[src/rtl/usr_serial_rx_pkg.sv]
//------------------------------------------------------------------------------
// Module   : usr_serial_rx_pkg
// Brief    : Shared types and constants for the serial word receiver.
// Revision : 1.0 - initial release
//------------------------------------------------------------------------------
`default_nettype none

package usr_serial_rx_pkg;

    // Receiver control states (PARITY is reachable only in the parity build)
    typedef enum logic [1:0] {
        IDLE   = 2'd0,
        SHIFT  = 2'd1,
        PARITY = 2'd2,
        STALL  = 2'd3
    } state_t;

    // Frame bit order as signalled by the shift-register source
    localparam logic DIR_LSB_FIRST = 1'b0;
    localparam logic DIR_MSB_FIRST = 1'b1;

endpackage : usr_serial_rx_pkg

`default_nettype wire

[src/rtl/usr_serial_rx_if.sv]
//------------------------------------------------------------------------------
// Module   : usr_serial_rx_if
// Brief    : Serial input stream and parallel output port of the receiver.
//            master = bit source / word consumer, slave = receiver.
// Revision : 1.0 - initial release
//------------------------------------------------------------------------------
`default_nettype none

interface usr_serial_rx_if #(
    parameter int WIDTH = 4,
    parameter int CNT_W = 8
);
    logic             sin_valid;
    logic             sin_bit;
    logic             sin_dir;
    logic             sin_abort;
    logic             sin_ready;
    logic [WIDTH-1:0] dout;
    logic             dout_valid;
    logic             dout_ready;
    logic             parity_err;
    logic             busy;
    logic [CNT_W-1:0] word_cnt;

    modport master (
        output sin_valid, sin_bit, sin_dir, sin_abort, dout_ready,
        input  sin_ready, dout, dout_valid, parity_err, busy, word_cnt
    );

    modport slave (
        input  sin_valid, sin_bit, sin_dir, sin_abort, dout_ready,
        output sin_ready, dout, dout_valid, parity_err, busy, word_cnt
    );

endinterface : usr_serial_rx_if

`default_nettype wire

[src/rtl/usr_rx_shifter.sv]
//------------------------------------------------------------------------------
// Module   : usr_rx_shifter
// Brief    : Direction-aware accumulator and bit counter. A load starts a new
//            frame (latching the bit order), a shift appends one bit, a clear
//            empties it. o_acc_nxt is the value the next shift would produce.
// Revision : 1.0 - initial release
//------------------------------------------------------------------------------
`default_nettype none

module usr_rx_shifter
    import usr_serial_rx_pkg::*;
#(
    parameter int WIDTH    = 4,
    parameter int CNT_BITS = 3
) (
    input  wire logic                clk,
    input  wire logic                rst,
    input  wire logic                i_clear,
    input  wire logic                i_load,
    input  wire logic                i_shift,
    input  wire logic                i_bit,
    input  wire logic                i_dir,
    output logic     [WIDTH-1:0]     o_acc,
    output logic     [WIDTH-1:0]     o_acc_nxt,
    output logic     [CNT_BITS-1:0]  o_cnt
);

    logic [WIDTH-1:0]    r_acc;
    logic [CNT_BITS-1:0] r_cnt;
    logic                r_dir;
    logic [WIDTH-1:0]    w_shifted;
    logic [WIDTH-1:0]    w_first;

    // Shift toward the MSB for MSB-first frames, toward the LSB otherwise
    always_comb begin
        w_shifted = (r_dir == DIR_MSB_FIRST) ? {r_acc[WIDTH-2:0], i_bit}
                                             : {i_bit, r_acc[WIDTH-1:1]};
        w_first   = (i_dir == DIR_MSB_FIRST) ? {{(WIDTH-1){1'b0}}, i_bit}
                                             : {i_bit, {(WIDTH-1){1'b0}}};
    end

    // Accumulator, counter and latched bit order; clear wins over shift
    always_ff @(posedge clk) begin
        if (rst || i_clear) begin
            r_acc <= '0;
            r_cnt <= '0;
            r_dir <= DIR_LSB_FIRST;
        end else if (i_load) begin
            r_acc <= w_first;
            r_cnt <= CNT_BITS'(1);
            r_dir <= i_dir;
        end else if (i_shift) begin
            r_acc <= w_shifted;
            r_cnt <= r_cnt + 1'b1;
        end
    end

    assign o_acc     = r_acc;
    assign o_acc_nxt = w_shifted;
    assign o_cnt     = r_cnt;

endmodule : usr_rx_shifter

`default_nettype wire

[src/rtl/usr_serial_rx.sv]
//------------------------------------------------------------------------------
// Module   : usr_serial_rx
// Brief    : Serial-to-parallel receiver for a universal shift register
//            stream (MSB or LSB first) with a one-word valid/ready output
//            holding register and a delivered-word counter.
//            Optional macro USR_SERIAL_RX_PARITY_EN adds an even-parity bit
//            after each frame and drives parity_err.
// Revision : 1.0 - initial release
//------------------------------------------------------------------------------
`default_nettype none

module usr_serial_rx
    import usr_serial_rx_pkg::*;
#(
    parameter int WIDTH = 4,
    parameter int CNT_W = 8
) (
    input wire logic      clk,
    input wire logic      rst,
    usr_serial_rx_if.slave rx
);

    localparam int                  CNT_BITS = $clog2(WIDTH + 1);
    localparam logic [CNT_BITS-1:0] LAST_CNT = CNT_BITS'(WIDTH - 1);

    state_t              r_state;
    state_t              w_state_nxt;
    logic [WIDTH-1:0]    r_dout;
    logic                r_dout_valid;
    logic [CNT_W-1:0]    r_word_cnt;

    logic                w_accept;
    logic                w_drain;
    logic                w_room;
    logic                w_load;
    logic                w_shift;
    logic                w_clear;
    logic                w_push;
    logic [WIDTH-1:0]    w_word;
    logic [WIDTH-1:0]    w_acc;
    logic [WIDTH-1:0]    w_acc_nxt;
    logic [CNT_BITS-1:0] w_cnt;

`ifdef USR_SERIAL_RX_PARITY_EN
    logic                r_parity_err;
    logic                r_perr_pend;
    logic                w_perr;
    logic                w_perr_ld;
    logic                w_par_bad;
`endif

    assign rx.sin_ready = !rx.sin_abort && (r_state != STALL);
    assign w_accept     = rx.sin_valid && rx.sin_ready;
    assign w_drain      = r_dout_valid && rx.dout_ready;
    assign w_room       = !r_dout_valid || rx.dout_ready;

    usr_rx_shifter #(
        .WIDTH    (WIDTH),
        .CNT_BITS (CNT_BITS)
    ) u_shifter (
        .clk       (clk),
        .rst       (rst),
        .i_clear   (w_clear),
        .i_load    (w_load),
        .i_shift   (w_shift),
        .i_bit     (rx.sin_bit),
        .i_dir     (rx.sin_dir),
        .o_acc     (w_acc),
        .o_acc_nxt (w_acc_nxt),
        .o_cnt     (w_cnt)
    );

    // Frame state register
    always_ff @(posedge clk) begin
        if (rst) begin
            r_state <= IDLE;
        end else begin
            r_state <= w_state_nxt;
        end
    end

    // Next state, shifter control and word hand-off into the holding register
    always_comb begin
        w_state_nxt = r_state;
        w_load      = 1'b0;
        w_shift     = 1'b0;
        w_clear     = 1'b0;
        w_push      = 1'b0;
        w_word      = w_acc;
`ifdef USR_SERIAL_RX_PARITY_EN
        w_perr      = 1'b0;
        w_perr_ld   = 1'b0;
        w_par_bad   = (^w_acc) ^ rx.sin_bit;
`endif
        case (r_state)
            IDLE: begin
                if (w_accept) begin
                    w_load      = 1'b1;
                    w_state_nxt = SHIFT;
                end
            end
            SHIFT: begin
                if (rx.sin_abort) begin
                    w_clear     = 1'b1;
                    w_state_nxt = IDLE;
                end else if (w_accept) begin
                    w_shift = 1'b1;
                    if (w_cnt == LAST_CNT) begin
`ifdef USR_SERIAL_RX_PARITY_EN
                        w_state_nxt = PARITY;
`else
                        if (w_room) begin
                            w_push      = 1'b1;
                            w_word      = w_acc_nxt;
                            w_clear     = 1'b1;
                            w_state_nxt = IDLE;
                        end else begin
                            w_state_nxt = STALL;
                        end
`endif
                    end
                end
            end
`ifdef USR_SERIAL_RX_PARITY_EN
            PARITY: begin
                if (rx.sin_abort) begin
                    w_clear     = 1'b1;
                    w_state_nxt = IDLE;
                end else if (w_accept) begin
                    if (w_room) begin
                        w_push      = 1'b1;
                        w_perr      = w_par_bad;
                        w_clear     = 1'b1;
                        w_state_nxt = IDLE;
                    end else begin
                        w_perr_ld   = 1'b1;
                        w_state_nxt = STALL;
                    end
                end
            end
`endif
            STALL: begin
                // The completed word waits in the shifter until the held word leaves
                if (w_drain) begin
                    w_push      = 1'b1;
`ifdef USR_SERIAL_RX_PARITY_EN
                    w_perr      = r_perr_pend;
`endif
                    w_clear     = 1'b1;
                    w_state_nxt = IDLE;
                end
            end
            default: begin
                w_clear     = 1'b1;
                w_state_nxt = IDLE;
            end
        endcase
    end

    // Output holding register; a push always implies room, so no word is lost
    always_ff @(posedge clk) begin
        if (rst) begin
            r_dout       <= '0;
            r_dout_valid <= 1'b0;
        end else if (w_push) begin
            r_dout       <= w_word;
            r_dout_valid <= 1'b1;
        end else if (w_drain) begin
            r_dout_valid <= 1'b0;
        end
    end

    // Delivered-word counter, wraps naturally
    always_ff @(posedge clk) begin
        if (rst) begin
            r_word_cnt <= '0;
        end else if (w_drain) begin
            r_word_cnt <= r_word_cnt + 1'b1;
        end
    end

`ifdef USR_SERIAL_RX_PARITY_EN
    // Parity flag travels with dout; a stalled word keeps its flag pending
    always_ff @(posedge clk) begin
        if (rst) begin
            r_parity_err <= 1'b0;
            r_perr_pend  <= 1'b0;
        end else begin
            if (w_push) begin
                r_parity_err <= w_perr;
            end
            if (w_perr_ld) begin
                r_perr_pend <= w_par_bad;
            end
        end
    end

    assign rx.parity_err = r_parity_err;
`else
    assign rx.parity_err = 1'b0;
`endif

    assign rx.dout       = r_dout;
    assign rx.dout_valid = r_dout_valid;
    assign rx.busy       = (r_state != IDLE);
    assign rx.word_cnt   = r_word_cnt;

endmodule : usr_serial_rx

`default_nettype wire

[src/flat_wrapper.sv]
// flat-port wrapper written by rule: the top's interface ports become plain ports
module usr_serial_rx_flat import usr_serial_rx_pkg::*;
#(
    parameter int WIDTH = 4,
    parameter int CNT_W = 8
)
  (clk, rst, rx_sin_valid, rx_sin_bit, rx_sin_dir, rx_sin_abort, rx_dout_ready, rx_sin_ready, rx_dout, rx_dout_valid, rx_parity_err, rx_busy, rx_word_cnt);
  usr_serial_rx_if #(.WIDTH(WIDTH), .CNT_W(CNT_W)) rx_i ();
  input wire logic clk;
  input wire logic rst;
  input wire logic [$bits(rx_i.sin_valid)-1:0] rx_sin_valid;
  input wire logic [$bits(rx_i.sin_bit)-1:0] rx_sin_bit;
  input wire logic [$bits(rx_i.sin_dir)-1:0] rx_sin_dir;
  input wire logic [$bits(rx_i.sin_abort)-1:0] rx_sin_abort;
  input wire logic [$bits(rx_i.dout_ready)-1:0] rx_dout_ready;
  output wire logic [$bits(rx_i.sin_ready)-1:0] rx_sin_ready;
  output wire logic [$bits(rx_i.dout)-1:0] rx_dout;
  output wire logic [$bits(rx_i.dout_valid)-1:0] rx_dout_valid;
  output wire logic [$bits(rx_i.parity_err)-1:0] rx_parity_err;
  output wire logic [$bits(rx_i.busy)-1:0] rx_busy;
  output wire logic [$bits(rx_i.word_cnt)-1:0] rx_word_cnt;
  assign rx_i.sin_valid = rx_sin_valid;
  assign rx_i.sin_bit = rx_sin_bit;
  assign rx_i.sin_dir = rx_sin_dir;
  assign rx_i.sin_abort = rx_sin_abort;
  assign rx_i.dout_ready = rx_dout_ready;
  assign rx_sin_ready = rx_i.sin_ready;
  assign rx_dout = rx_i.dout;
  assign rx_dout_valid = rx_i.dout_valid;
  assign rx_parity_err = rx_i.parity_err;
  assign rx_busy = rx_i.busy;
  assign rx_word_cnt = rx_i.word_cnt;
  usr_serial_rx #(.WIDTH(WIDTH), .CNT_W(CNT_W)) u_core (.clk(clk), .rst(rst), .rx(rx_i));
endmodule
[config.mk]
export PLATFORM = sky130hd
export DESIGN_NAME = usr_serial_rx_flat
export DESIGN_NICKNAME = d
export VERILOG_FILES = /design/src/rtl/usr_serial_rx_pkg.sv /design/src/rtl/usr_serial_rx_if.sv /design/src/rtl/usr_rx_shifter.sv /design/src/rtl/usr_serial_rx.sv /design/src/flat_wrapper.sv
export SDC_FILE = /design/constraint.sdc
export NUM_CORES = 1
export LEC_CHECK = 0
export ABC_AREA = 1
export CAP_MARGIN = 15
export CORE_AREA = 2 2 55 57
export CTS_CLUSTER_DIAMETER = 150
export DETAILED_ROUTE_END_ITERATION = 8
export DIE_AREA = 0 0 57 59
export PLACE_DENSITY = 0.77
export RECOVER_POWER = 50
export SYNTH_ARGS = -nofsm -noshare
export SYNTH_HDL_FRONTEND = slang
export SYNTH_HIERARCHICAL = 1
export SYNTH_SLANG_ARGS = --single-unit
[constraint.sdc]
create_clock -name clk -period 4.2 [get_ports clk]
set_input_delay 0.63 -clock clk [delete_from_list [all_inputs] [get_ports clk]]
set_output_delay 0.63 -clock clk [all_outputs]
set_load 0.01 [all_outputs]
==> results of run 1 <==
## cell families (layout without fill, tap and decap cells)
family / Yosys count / in the layout / share of synthesized area, %
other: 1 / 1 / 0.2863
DFF: 23 / 23 / 35.15
and+or+nand+nor: 122 / 122 / 45.46
AOI/OAI and AO/OA: 20 / 20 / 7.640
adders and majority gates: 2 / 2 / 1.910
buffers and inverters: 32 / 55 / 9.550
## state kept, by name (all words and copies together) (netlist names)
name and cells:
u_core/u_shifter/o_acc 4, u_core/u_shifter/r_dir 1, u_core/rx.word_cnt 8, u_core/r_state 2, u_core/rx.dout_valid 1, u_core/u_shifter/o_cnt 3
u_core/rx.dout 4
## path summary, 6_finish.rpt
check                                                               to  slack (ps)  cells past startpoint
worst max-delay path                                      rx_sin_ready        1750                      5
worst min-delay path                u_core/rx.word_cnt[2]$_SDFFE_PP0P_         490                      2
worst max register to register  u_core/u_shifter/o_acc[3]$_SDFFE_PP0P_        2540                      6
worst min register to register      u_core/rx.word_cnt[2]$_SDFFE_PP0P_         490                      2
## worst max-delay path, cell delays in order
cell,delay (ps)
clkdlybuf4s50_1,390
inv_1,130
nand2_4,90
inv_1,50
clkdlybuf4s50_1,520
## cells in the final DEF (no fill, tap or decap), types with 4 or more instances in the layout
cell type        synthesis  layout
nand3_1                 10      11
dfxtp_1                 23      23
clkdlybuf4s50_1          0      15
inv_1                   29      30
a21oi_1                 13      13
nor2_1                  29      30
nand2_1                 60      62
dlygate4sd3_1            0       6
o21ai_0                  5       6
nand3b_1                 4       4
## power by group through the flow
stage	clock, W	sequential [W]	combinational (W)
finish	0.000101	0.000239	0.0000935
global route	0.000115	0.000241	0.000106
CTS	0.000105	0.000239	0.0000947
detailed placement	0	0.000243	0.0000945
global placement	0	0.000244	0.0000937
floorplan	0	0.000241	0.0000674
## stage by stage
step | std cells | setup slack [ps]
after global placement | 250 | 1768
final | 254 | 1748
after CTS | 254 | 1741
after global routing | 254 | 1681
after detailed placement | 250 | 1740
after floorplan | 200 | 2457
## per-layer routing
layer	up-vias	global-route usage, %	wire length (um)
met5	-	0	0
met4	0	2.990	2
met3	2	2.838	92
met2	31	28.74	1185
met1	533	20.73	1187
li1	665	-	-
## final cells by class
cell class	instances	area (um2)	share of cell area [%]
Clock buffer	3	22.52	1.452
Clock inverter	1	5.005	0.3226
Multi-Input combinational cell	145	701.9	45.24
Inverter	30	112.6	7.258
Tap cell	31	38.79	2.500
Sequential cell	23	460.4	29.68
Timing Repair Buffer	21	210.2	13.55
==> impl_results.md, run 1 <==
- Status: finished clean
- Pre-antenna DRT Iters: 4
- PortBufs: 21
- Drt wl/cell: roughly 9.7 um
- Total routed wirelength: 2.468 mm
- Reg clk slew, reported paths: 120 ps
- Setup TNS after final layout: 0 ps
- Net switching power: 0.0001362 W
- #FFs+latches synth: 23
- DRC Markers: 0
- Mapped Nets: between 200 and 250
- P&R area growth vs syn: 18.43%
- Switch share: 31.39%
- FP Rows: 19
- Max Clock Skew: 3.860 ps
- Initial DRC count: 37
- CTS Hold Bufs: 0
- RD Place Congestion: around 0.85
- Async S/R FF share, synth: 0%
- Clk_lat worst skew: 300 ps
- Die Width: 57 um
- Gr ovfl total: 0
- H-tree levels: 1
- Die area: 0.003363 mm2
- Synth top area share: 35.15%
- R2R Path Start: u_core/r_state[0]$_SDFFE_PP0P_
- CP Data Required Time: 3570 ps
- Worst hold path class: reg -> reg
- Die height: 59 um
- Clock Tree Root: clkbuf_4
- Fmax: about 400 MHz
- Core area: 0.002710 mm2
- Synth top cells by count: nand2_1 (60), inv_1 (29), nor2_1 (29)
- Hold Vio Cnt, Final: 0
- Post-CTS setup buffer count: 0
- Post-DP HPWL: 1.952 mm
- Peak VDD IR: ~0.19 mV
- Period utilisation layout: 58.39%
- Placed inst area: 0.001546 mm2
- Synth warn: 6
- Most frequent cell after synthesis: nand2_1
- Slew margin rel.: 62.11%
- Clock Path Buffers: 2
- Clock share of power: 23.3%
- Vias/cell: 4.846
- Register area share after synthesis: between 30% and 40%
- CP Launch Point: rx_sin_abort
- Top cell type by total area after synthesis: dfxtp_1
- Share of cells above drive strength 1: 5.830%
- Fin area: 0.001551 mm2
- CTS tree: yes
- P per Cell Area: 279.5 mW/mm2
- Overall power: about 0.00043 W
- Synth Area per Inst: 6.550 um2
- CTS sink count: 23
- Worst EP arrival: 1820 ps
- Max_cap viols: 0
- Final Net Count: 233
- RSZ-0062 raised after global routing: false
- Via count: 1231
- Diode count: 0
- Mapped Cells: 200
- EDFF count, synth: 0
- Synthesized cell area: 0.001310 mm2
- Sequential share of power: between 50% and 60%
- Hold_sp: u_core/rx.word_cnt[2]$_SDFFE_PP0P_
- Worst slew pin tran: about 560 ps
- Hold WS: 491.0 ps
- Total GRT Usage: between 10% and 20%
- Num CTS Buffers: 3
- Netlist cell types: 25
- Endpoints failing setup: 0
- Filler Cell Count: 279
- Routed Antenna Nets: 0
- WS Path Type: in -> out
- Post-CTS sizing: 0
- Vias in the first global route: approximately 1100
- Main flop type after synthesis: dfxtp_1
- First-pass GRT wire length: 4.409 mm
- Top post-synthesis cells by area: dfxtp_1 (35%), nand2_1 (17%), inv_1 (8.3%)
- CP Max Fanout: 3
- CP Launch Type: primary input
- Starting density of the core: 48.34%
- Final core occ: ~57%
- Logic gate share of total power: a little over a fifth
- Final min period: 2452 ps
- Largest net degree at the start of global routing: 14
- Pint: between 0.0002 and 0.0003 W
- Critical path capture point type: output port
- Initial antenna violation count: 0
- Leak Pwr: 0.6736 nW
- Pins Over Slew Limit: 0
- I/O pin count: 23
No activity file was read; power rests on OpenSTA's default activity.
==> run 2, diff against run 1 <==
- clock period: 4.2 -> 2.3 ns (I/O delays scaled with it)
==> run 2 against run 1 <==
Net effect:
- first-iteration DRC count decreased by 8.1%
- largest power group unchanged
- hold slack improved by 2.8 ps
- critical path depth unchanged
- core utilization increased by 0.37 points
- critical path type unchanged
- sequential cell count unchanged
- non-clock buffer count increased by 1
- critical endpoint unchanged
- design area increased by 0.65%
- worst setup slack got worse by 1300 ps
- clock skew decreased by 1.1 ps
==> impl_results.md, run 2 (synthesis gave the netlist of run 1 again) <==
- Status: finished clean
- Max Clock Skew: 2.761 ps
- CP Max Fanout: 3
- P per Cell Area: 508.7 mW/mm2
- Filler Cell Count: around 270
- Num CTS Buffers: 3
- Period utilisation layout: 81.80%
- First-pass GRT wire length: 4.629 mm
- I/O pin count: 23
- CTS Hold Bufs: 0
- WS Path Type: in -> out
- Gr ovfl total: 0
- H-tree levels: 1
- Fin area: 0.001562 mm2
- Hold Vio Cnt, Final: 0
- Drt wl/cell: 10.24 um
- Slowest CP cell: clkdlybuf4s50_1
- Commonest non-fill, non-tap cell in the layout: nand2_1
- Post-CTS setup buffer count: 0
- Most frequent cells in the layout: nand2_1 (62), nor2_1 (31), inv_1 (30)
- Clock Path Buffers: 2
- Pre-antenna DRT Iters: 4
- Grt met1 use: 20.00%
- Hold_sp: u_core/rx.word_cnt[2]$_SDFFE_PP0P_
- Worst-path cell chain: clkdlybuf4s50_1 > inv_1 > nand2_4 > inv_1 > clkdlybuf4s50_1
- Peak VDD IR: 0.4331 mV
- Total GRT Usage: 17.45%
- Critical path capture point type: output port
- PortBufs: 21
- FP Rows: 19
- Overall power: 0.0007943 W
- Reg clk slew, reported paths: 120 ps
- Post-CTS sizing: 0
- Diode count: 0
- Fmax: roughly 530 MHz
- Critical path's largest stage delay: 530 ps
- Endpoints failing setup: 0
- Worst R2R Path Depth: 7
- CP Launch Type: primary input
- R2R Path Start: u_core/rx.dout_valid$_SDFFE_PP0P_
- P&R area growth vs syn: 19.20%
- Initial antenna violation count: 0
- Final min period: 1881 ps
- Clk_lat worst skew: 310 ps
- Leak Pwr: 0.6792 nW
- CP Data Required Time: 1960 ps
- Largest net degree at the start of global routing: 14
- Via count: roughly 1200
- Initial DRC count: 34
- Max reg flops: 8
- Placed inst area: 0.001554 mm2
- Setup TNS after final layout: 0 ps
- Total routed wirelength: 2.611 mm
- Starting density of the core: about half
- WHS Path Cells: 2
- Max_cap viols: 0
- Final Net Count: around 230
- Reg2reg setup slack: 730 ps
- Post-DP HPWL: 2.019 mm
- DRC Markers: 0
- Die height: 59 um
- Vias/cell: 4.824
- Core area: 0.002710 mm2
- Hold path endpoint: u_core/rx.word_cnt[2]$_SDFFE_PP0P_
- Worst hold path class: reg -> reg
- Clock Tree Root: clkbuf_4
- RSZ-0062 raised after global routing: false
- RD Place Congestion: 0.8805
- Routed Antenna Nets: 0
- Area of the multi-input gates: 704.4 um2
- Met3 usage: about 2.8%
- Reg2reg end: u_core/u_shifter/o_cnt[2]$_SDFFE_PP0P_
- Vias in the first global route: 1173
- Pins Over Slew Limit: 0
- Die area: 0.003363 mm2
- Worst EP arrival: 1540 ps
- Share of cells above drive strength 1: 6.250%
- Area occupied by registers: 460.4 um2
- Gr busiest metal: met2
- CTS tree: yes
- Grt met2 use: 30.87%
- Die Width: 57 um
- CTS sink count: 23
==> run 2: worst max-delay path by stage <==
stage	slack (ps)	startpoint	endpoint	cells past startpoint
final	420	rx_sin_abort	rx_sin_ready	5
after global routing	320	rx_dout_ready	u_core/u_shifter/o_cnt[2]$_SDFFE_PP0P_	8
after CTS	410	rx_sin_abort	rx_sin_ready	5
after detailed placement	390	rx_dout_ready	u_core/u_shifter/o_cnt[2]$_SDFFE_PP0P_	8
after global placement	410	rx_dout_ready	u_core/u_shifter/o_cnt[2]$_SDFFE_PP0P_	8
after floorplan	840	rx_sin_abort	u_core/u_shifter/o_cnt[0]$_SDFFE_PP0P_	8
==> run 2: worst max-delay path: cells and delay by family <==
family	cells	cell delay, ps
AND/OR/NAND/NOR	1	90
buffers and inverters	4	1100
==> run 2: routing by layer <==
| metal | routed length, um | part of all wire [%] |
|---|---|---|
| met3 | 95 | 3.6 |
| met4 | 89 | 3.4 |
| met5 | 0 | 0 |
| met1 | 1170 | 45 |
| met2 | 1256 | 48 |
==> run 2: where the power goes <==
part           total (W)  switching [W]  internal, W  leakage (nW)
logic           0.000174       0.000110    0.0000644         0.476
registers       0.000436      0.0000209     0.000415         0.186
clock network   0.000184       0.000119    0.0000649        0.0177
==> run 2: final cells by class <==
type | count | area share, %
Tap cell | 31 | 2.484
Clock inverter | 1 | 0.3205
Timing Repair Buffer | 22 | 13.94
Sequential cell | 23 | 29.49
Multi-Input combinational cell | 145 | 45.11
Inverter | 30 | 7.212
Clock buffer | 3 | 1.442
==> run 2: per-stage QoR <==
step	std cells	hold slack, ps	util (%)	worst slack (ps)
after floorplan	200	414.1	-	841.8
after global placement	251	472.2	57.34	406.6
final	255	493.8	57.62	418.6
after CTS	255	493.2	58.36	410.6
after detailed placement	251	476.4	57.34	390.2
after global routing	255	530.6	57.62	316.1
==> RTL edit: new RTL, config.mk and constraints of run 1 <==
`WIDTH` is set to 4 in 4 places; all go to 2.
--- a/src/rtl/usr_serial_rx_if.sv
+++ b/src/rtl/usr_serial_rx_if.sv
@@ -7,7 +7,7 @@
 `default_nettype none
 
 interface usr_serial_rx_if #(
-    parameter int WIDTH = 4,
+    parameter int WIDTH = 2,
     parameter int CNT_W = 8
 );
     logic             sin_valid;
--- a/src/rtl/usr_rx_shifter.sv
+++ b/src/rtl/usr_rx_shifter.sv
@@ -10,7 +10,7 @@
 module usr_rx_shifter
     import usr_serial_rx_pkg::*;
 #(
-    parameter int WIDTH    = 4,
+    parameter int WIDTH    = 2,
     parameter int CNT_BITS = 3
 ) (
     input  wire logic                clk,
--- a/src/rtl/usr_serial_rx.sv
+++ b/src/rtl/usr_serial_rx.sv
@@ -12,7 +12,7 @@
 module usr_serial_rx
     import usr_serial_rx_pkg::*;
 #(
-    parameter int WIDTH = 4,
+    parameter int WIDTH = 2,
     parameter int CNT_W = 8
 ) (
     input wire logic      clk,
--- a/src/flat_wrapper.sv
+++ b/src/flat_wrapper.sv
@@ -1,7 +1,7 @@
 // flat-port wrapper written by rule: the top's interface ports become plain ports
 module usr_serial_rx_flat import usr_serial_rx_pkg::*;
 #(
-    parameter int WIDTH = 4,
+    parameter int WIDTH = 2,
     parameter int CNT_W = 8
 )
   (clk, rst, rx_sin_valid, rx_sin_bit, rx_sin_dir, rx_sin_abort, rx_dout_ready, rx_sin_ready, rx_dout, rx_dout_valid, rx_parity_err, rx_busy, rx_word_cnt);
Ports: changed (resized rx_dout); port bits go from 23 to 21. The function was not compared with the original's and may differ.
==> RTL edit against run 1 <==
  * Core utilization shrank 9.2 points
  * Routed wire length down 18%
  * Hold slack lost 0.013 ns
  * Setup slack improved by 0.041 ns
  * Final area fell by 16%
  * Sequential cell count down 5
  * Register-to-register slack better by 0.10 ns
  * Synthesized area decreased by 18%
  * Synthesized cell count is 17% lower
  * Maximum frequency grew 1.7%
  * Sequential share of layout area down 2.0 points
  * Largest cell class unchanged
Power is not compared: it rests on default switching activity, and its combinational part moved more than twofold at a synthesized area within 25%.
==> RTL edit: results (changes against run 1) <==
wire length of the first global-routing pass = 3730 µm (-15%)
launch instance of the worst min-delay path = u_core/rx.word_cnt[5]$_SDFFE_PP0P_
number of instances in the synthesized netlist = 166 (-17%)
Global Route Usage Sum = 0.141 (-0.0206)
type of the most critical hold path = reg -> reg
Routed Antenna Nets = 0 (unchanged)
sequential power = 0.000177 W
worst-case headroom to the max-slew limit = 0.659 (+0.0383)
nets = 197 (-15%)
distinct cell type count after synthesis = 26 (+4.0%)
final weighted congestion in routability-driven placement = 0.802 (-5.8%)
Iteration-0 DRC Markers = 33 (-11%)
sink of the worst hold path = u_core/rx.word_cnt[5]$_SDFFE_PP0P_
largest stage delay on the critical path = 0.52 ns (about the same)
Post-synth top cells = 39 x nand2_1, 32 x inv_1, 20 x nor2_1
Critical Path AT = 1.78 ns (-0.04 ns)
Resized cells post-CTS = 0 (unchanged)
endpoint of the worst register-to-register path = u_core/u_shifter/o_cnt[1]$_SDFFE_PP0P_
Largest register FFs = 8 (unchanged)
antenna violations before repair = 0 (unchanged)
critical register-to-register path startpoint = u_core/r_state[1]$_SDFFE_PP0P_
final antenna diode count = 0 (unchanged)
xor and xnor area share after synthesis = 0.00818 (+0.00818)
post-placement worst setup slack = 1.79 ns (+0.0474 ns)
Post-DP HPWL = 1610 µm (-18%)
cell count after placement = 215 (-14%)
wire per inst = 9.25 µm (-4.8%)
Max VDD drop = 0.198 mV
via density per instance = 4.63 (-4.6%)
wire length after detailed routing = 2030 µm (-18%)
Placement Cell Area = 1290 µm² (-16%)
number of buffers added by the clock tree synthesis step = 3 (unchanged)
proportion of layout cells with a drive suffix above 1 = 0.0798 (+0.0215)
number of setup buffers added after CTS = 0 (unchanged)
clock latency at the later pin of the worst-skew pair = 0.30 ns (about the same)
largest delay contributor family on the critical path = buffers and inverters
logic depth of the worst register-to-register path = 6 (unchanged)
final clock skew = 0.00164 ns (-0.00222 ns)
worst hold margin = 0.478 ns (-0.0133 ns)
flop-to-flop setup slack = 2.64 ns (+0.10 ns)
adder and majority gate portion of the synthesized area = 0.0117 (-0.00742)
pin count of the biggest net entering global routing = 11 (-3)
count of TritonRoute iterations in the first routing pass = 4 (unchanged)
number of endpoints failing setup at the final stage = 0 (unchanged)
complex-gate fraction of the synthesized area = 0.125 (+0.0486)
Root Driver = clkbuf_4
post-synthesis sequential area ratio = 0.336 (-0.0150)
CTS clk-pin slew, worst paths = 0.11 ns
cells taking the most area after synthesis = dfxtp_1 34%, nand2_1 14%, inv_1 11%
IO Port Bufs = 19 (-9.5%)
Cell Int Power = 0.000245 W
switching share of total power = 0.257
run status = complete, no violations
proportion of synthesized flip-flops having asynchronous set or reset = 0 (unchanged)
largest fanout of any net on the critical path = 2 (-1)
number of global-route vias before repair = 893 (-17%)
## RTL edit: worst max path at each step
stage | startpoint | slack (ns) | to
finish | rx_sin_abort | 1.79 | rx_sin_ready
global placement | rx_sin_abort | 1.79 | rx_sin_ready
global route | rx_sin_abort | 1.70 | rx_sin_ready
detailed placement | rx_sin_abort | 1.79 | rx_sin_ready
CTS | rx_sin_abort | 1.78 | rx_sin_ready
floorplan | rx_sin_abort | 2.58 | u_core/u_shifter/o_cnt[1]$_SDFFE_PP0P_
## RTL edit: area by class of cell
type                            count  area [µm²]
Timing Repair Buffer               19         190
Fill cell                         296        1410
Inverter                           36         139
Tap cell                           31        38.8
Sequential cell                    18         360
Clock buffer                        4        36.3
Multi-Input combinational cell    111         537
## RTL edit: layer usage
metal | part of all wire | GRT usage | routed length [µm]
met1 | 0.49 | 0.177 | 994
met2 | 0.46 | 0.236 | 931
met3 | 0.042 | 0.0415 | 86
met4 | 0.0064 | 0.0399 | 13
met5 | 0 | 0 | 0
